===== src/rtl/dmem_access_ctrl.sv =====
// Memory-stage access controller for a stalling data memory.
// Holds one load/store at the memory and returns read data to MEM/WB.
module dmem_access_ctrl #(
   parameter int MAX_WAIT = 31
) (
   input  logic        clk,
   input  logic        rst,
   input  logic        req_valid,
   input  logic        req_write,
   input  logic [15:0] req_addr,
   input  logic [15:0] req_wdata,
   input  logic        req_dump,
   input  logic        wb_ready,
   output logic        mem_enable,
   output logic        mem_wr,
   output logic [15:0] mem_addr,
   output logic [15:0] mem_wdata,
   output logic        mem_dump,
   input  logic        mem_stall,
   input  logic        mem_done,
   input  logic [15:0] mem_rdata,
   output logic        resp_valid,
   output logic [15:0] resp_rdata,
   output logic        pipe_stall,
   output logic        align_err,
   output logic        timeout_err
);

   localparam int CW = $clog2(MAX_WAIT + 1);
   localparam logic [CW-1:0] CNT_MAX  = CW'(MAX_WAIT);
   localparam logic [CW-1:0] CNT_LAST = CW'(MAX_WAIT - 1);
   localparam logic [CW-1:0] CNT_ONE  = CW'(1);

   typedef enum logic [2:0] {
      S_IDLE,
      S_REQ,
      S_WAIT,
      S_RESP,
      S_ERR
   } state_t;

   state_t state_q, state_d;
   logic [15:0] addr_q, addr_d;
   logic [15:0] wdata_q, wdata_d;
   logic [15:0] rdata_q, rdata_d;
   logic write_q, write_d;
   logic dump_q, dump_d;
   logic [CW-1:0] cnt_q, cnt_d;
   logic align_q, align_d;
   logic tmo_q, tmo_d;

   // State register and latched request/response fields
   always_ff @(posedge clk or negedge rst) begin
      if (!rst) begin
         state_q <= S_IDLE;
         addr_q  <= '0;
         wdata_q <= '0;
         rdata_q <= '0;
         write_q <= 1'b0;
         dump_q  <= 1'b0;
         cnt_q   <= '0;
         align_q <= 1'b0;
         tmo_q   <= 1'b0;
      end else begin
         state_q <= state_d;
         addr_q  <= addr_d;
         wdata_q <= wdata_d;
         rdata_q <= rdata_d;
         write_q <= write_d;
         dump_q  <= dump_d;
         cnt_q   <= cnt_d;
         align_q <= align_d;
         tmo_q   <= tmo_d;
      end
   end

   // Next-state logic; stores return zero, done beats the timeout
   always_comb begin
      state_d = state_q;
      addr_d  = addr_q;
      wdata_d = wdata_q;
      rdata_d = rdata_q;
      write_d = write_q;
      dump_d  = dump_q;
      cnt_d   = cnt_q;
      align_d = align_q;
      tmo_d   = tmo_q;
      unique case (state_q)
         S_IDLE: begin
            if (req_valid) begin
               if (req_addr[0]) begin
                  state_d = S_ERR;
                  align_d = 1'b1;
               end else begin
                  state_d = S_REQ;
                  addr_d  = req_addr;
                  wdata_d = req_wdata;
                  write_d = req_write;
                  dump_d  = req_dump;
                  cnt_d   = '0;
               end
            end
         end
         S_REQ: begin
            if (!mem_stall) begin
               if (mem_done) begin
                  state_d = S_RESP;
                  rdata_d = write_q ? 16'h0000 : mem_rdata;
               end else begin
                  state_d = S_WAIT;
               end
            end
         end
         S_WAIT: begin
            if (mem_done) begin
               state_d = S_RESP;
               rdata_d = write_q ? 16'h0000 : mem_rdata;
            end else begin
               if (cnt_q != CNT_MAX) begin
                  cnt_d = cnt_q + CNT_ONE;
               end
               if (cnt_q >= CNT_LAST) begin
                  state_d = S_ERR;
                  tmo_d   = 1'b1;
               end
            end
         end
         S_RESP: begin
            if (wb_ready) begin
               state_d = S_IDLE;
            end
         end
         S_ERR: begin
            state_d = S_ERR;
         end
         default: begin
            state_d = S_IDLE;
         end
      endcase
   end

   // Strobes only in REQ; address/data always reflect the latch
   always_comb begin
      mem_enable  = (state_q == S_REQ);
      mem_wr      = (state_q == S_REQ) & write_q;
      mem_dump    = (state_q == S_REQ) & dump_q;
      mem_addr    = addr_q;
      mem_wdata   = wdata_q;
      resp_valid  = (state_q == S_RESP);
      resp_rdata  = rdata_q;
      align_err   = align_q;
      timeout_err = tmo_q;
      pipe_stall  = rst & (((state_q == S_IDLE) & req_valid) |
                           (state_q == S_REQ) |
                           (state_q == S_WAIT) |
                           ((state_q == S_RESP) & ~wb_ready) |
                           (state_q == S_ERR));
   end

endmodule


===== config.mk =====
export PLATFORM = sky130hd
export DESIGN_NAME = dmem_access_ctrl
export DESIGN_NICKNAME = d
export VERILOG_FILES = /design/src/rtl/dmem_access_ctrl.sv
export SDC_FILE = /design/constraint.sdc
export NUM_CORES = 1
export LEC_CHECK = 0
export CAP_MARGIN = 20
export CORE_MARGIN = 2
export CORE_UTILIZATION = 30
export CTS_CLUSTER_SIZE = 24
export DETAILED_ROUTE_END_ITERATION = 16
export PLACE_DENSITY = 0.71
export SETUP_SLACK_MARGIN = 0.2
export SLEW_MARGIN = 20
export SYNTH_ARGS = -nofsm -noshare
export SYNTH_HDL_FRONTEND = slang
export SYNTH_SLANG_ARGS = --single-unit

===== constraint.sdc =====
create_clock -name clk -period 3.3 [get_ports clk]
set_input_delay 0.99 -clock clk [delete_from_list [all_inputs] [get_ports clk]]
set_output_delay 0.99 -clock clk [all_outputs]
set_load 0.01 [all_outputs]

==> metrics <==
gr ovfl total 0; Hold WC Path Type flop to flop; count of final setup violators 0; hold depth 1; top post-synthesis cells by area dfrtp_1, mux2_2, nor2b_1; clock share of power 22.0%; H-tree depth 3; routed len/inst 13.9 microns; sequential area share after synthesis 57.1%; stages on the worst setup path 4; worst r2r src state_q[2]; CTS clk-pin slew, worst paths 0.07 ns; Global Route Usage Sum 12.9%; core area 0.00830 sq mm; antenna viol nets, final 0; die span in x 96.9 microns; area delta synth->final 56.2%; status finished clean; power share of the sequential group 35.9%; cell area after synthesis 0.00259 sq mm; DR vias/cell 4.65; Comb power frac 42.1%; Top-Level Pins 111; CTS tree built; Setup crit start kind primary input; # clock sinks 59; final cell count without fillers 419; DRC violation total after the first TritonRoute iteration 22; worst path required time 2.31 ns; Worst Max-Slew Pin Slew 0.747 ns; CP Capture Type output pin; via count 1947; r2r worst-path depth 4; VDD IR-drop max 0.370 mV; final wirelength 5.81 mm; Slew headroom 50.2%; gpl congestion 0.770; crit-path max FO 2; clock buffer depth 2; Worst path slowest cell clkdlybuf4s50_1; largest net degree at the start of global routing 60; die area 0.00938 sq mm; dpl hpwl 4.15 mm; power per cell area 904 mW/mm^2; Nets 368; Slew Viols, Final 0; global-route wire length before repair 9.88 mm; buffer and inverter count on the worst path 2; hold slack 0.477 ns; Switching Power 1.09 mW; cell leakage power 1.66 nW; clock skew 0.00663 ns; critical path's top delay family buffers and inverters; period utilization 90.0%; CP Class primary input to output pin; Ant. Diodes 0; Yosys top cell area share 57.1%; Initial Utilization 31.2%; FP Rows 33; Yosys warning count 0; share of cells above drive strength 1 22.6%; DRC violations left 0; CTS root buf clkbuf_8; RSZ-0062 raised after global routing no; initial antenna violation count 0; vias in the first global route 2112; Final Util 48.7%; Final TNS setup 0 ns; reg2reg setup slack 1.32 ns; Worst Setup SP wb_ready; Post-CTS Hold Fix Bufs 0; Buffers on Ports 109; crit path cell chain clkdlybuf4s50_1, nand3_1, o2111a_1, dlygate4sd2_1; Final Hold Fails 0; dpl cells 403; sw frac 29.8%; Cells after Synth 193; syn nets 252; Max Clock Freq 337 MHz; post-synth top area cell dfrtp_1; Design Power 3.65 mW; arrival time at the worst endpoint 1.98 ns; Setup crit end pipe_stall; maxcap violations 0; Critical R2R Capture mem_addr[9]; post-synthesis sequential element count 59; slowest stage delay, CP 0.48 ns; Die Y 96.9 microns; clock latency on the worst-skew pair 0.33 ns; crit path time final 2.97 ns; syn avg cell area 13.4 sq um; post-synth cell types 38; first-pass detailed-route iteration total 4; Inserted Clock Buffers 9; P_int 2.56 mW
[worst min-delay path by stage]
stage / start / end / slack, ns
2_1_floorplan: dump_q / dump_q / 0.45
3_3_place_gp: timeout_err / timeout_err / 0.46
3_5_place_dp: dump_q / dump_q / 0.47
4_1_cts: dump_q / dump_q / 0.48
5_1_grt: dump_q / dump_q / 0.49
6_report: dump_q / dump_q / 0.48
[cells in the final DEF (no fill, tap or decap), drive strengths merged]
cell and count:
mux2 49, o21bai 2, clkbuf 12, mux2i 1, nand2b 4, nand2 3, conb 1, o31ai 2
a211oi 2, a21oi 5, o22ai 2, and3 1, or4 1, a31o 1, or4b 1, clkinvlp 1
o2111a 1, nor2 5, or3b 1, inv 4, or2b 1, nor4b 1, and2 2, nor3b 2
o21ai 3, clkdlybuf4s50 107, bufinv 3, o32a 1, ha 3, o221ai 1, a311oi 1, nor2b 16
or3 1, buf 7, nand4b 1, dfrtp 59, and3b 1, nand3 4, dlygate4sd2 1
[state kept, by name, indices dropped and copies added, names as in the netlist]
signal       count
cnt_q            5
mem_addr        15
timeout_err      1
resp_rdata      16
mem_wdata       16
state_q          3
dump_q           1
align_err        1
write_q          1
[Yosys cell counts, drive strengths merged]
library cell and instances:
a211oi 2, or3 1, a311oi 1, and3 1, or3b 1, o21bai 2, conb 1, o22ai 2
nand4b 1, inv 4, o21ai 3, or2b 1, a31o 1, clkbuf 5, nand2b 4, a21oi 5
or4b 1, nor2b 16, nor2 5, and3b 1, or4 1, nand3 4, ha 3, dfrtp 59
o2111a 1, and2 2, nor3b 2, mux2i 1, nor4b 1, o221ai 1, o32a 1, o31ai 2
nand2 3, buf 5, mux2 49
[cell type report]
type / count / area, sq um
clock inverters: 4 / 97.6
fillers: 760 / 4260
well taps: 105 / 131
flip-flops and latches: 59 / 1480
inverters: 4 / 15.0
clock buffers: 12 / 145
repair buffers: 115 / 1130
multi-input cells: 120 / 1040
[timing repair]
| item | 4_1_cts | 5_1_grt |
|---|---|---|
| resized for setup | 1 | 1 |
| buffers inserted | 0 | 0 |
| setup endpoints to repair | 1 | 2 |
[metrics by stage]
| stage | instance area (sq um) | worst slack (ns) |
|---|---|---|
| finish | 4040 | 0.329 |
| global route | 4040 | 0.284 |
| detailed placement | 3790 | 0.0785 |
| CTS | 4030 | 0.278 |
| global placement | 3790 | 0.112 |
| floorplan | 2590 | 0.987 |
[kinds of logic after synthesis]
| logic type | after synthesis | synth area share [%] |
|---|---|---|
| compound gates | 21 | 5.76 |
| fa+ha+maj | 3 | 1.45 |
| simple gates | 45 | 11.1 |
| mux | 50 | 21.7 |
| other cells | 1 | 0.145 |
| buf+inv | 14 | 2.76 |
| flops | 59 | 57.1 |
[layer usage]
metal  vias to the layer above  track usage [%]  routed length [microns]
met2                        73             20.6                     2810
li1                        913                -                        -
met4                         0             5.74                      111
met3                        10             4.99                      430
met5                         -                0                        0
met1                       951             15.4                     2460
[power by group through the flow]
stage / combinational, mW / clock [mW] / sequential [mW]
5_1_grt: 1.65 / 0.861 / 1.37
6_report: 1.54 / 0.803 / 1.31
4_1_cts: 1.56 / 0.832 / 1.32
3_5_place_dp: 1.56 / 0 / 1.33
2_1_floorplan: 0.622 / 0 / 1.40
3_3_place_gp: 1.53 / 0 / 1.31
Power figures use the tool's default switching activity.
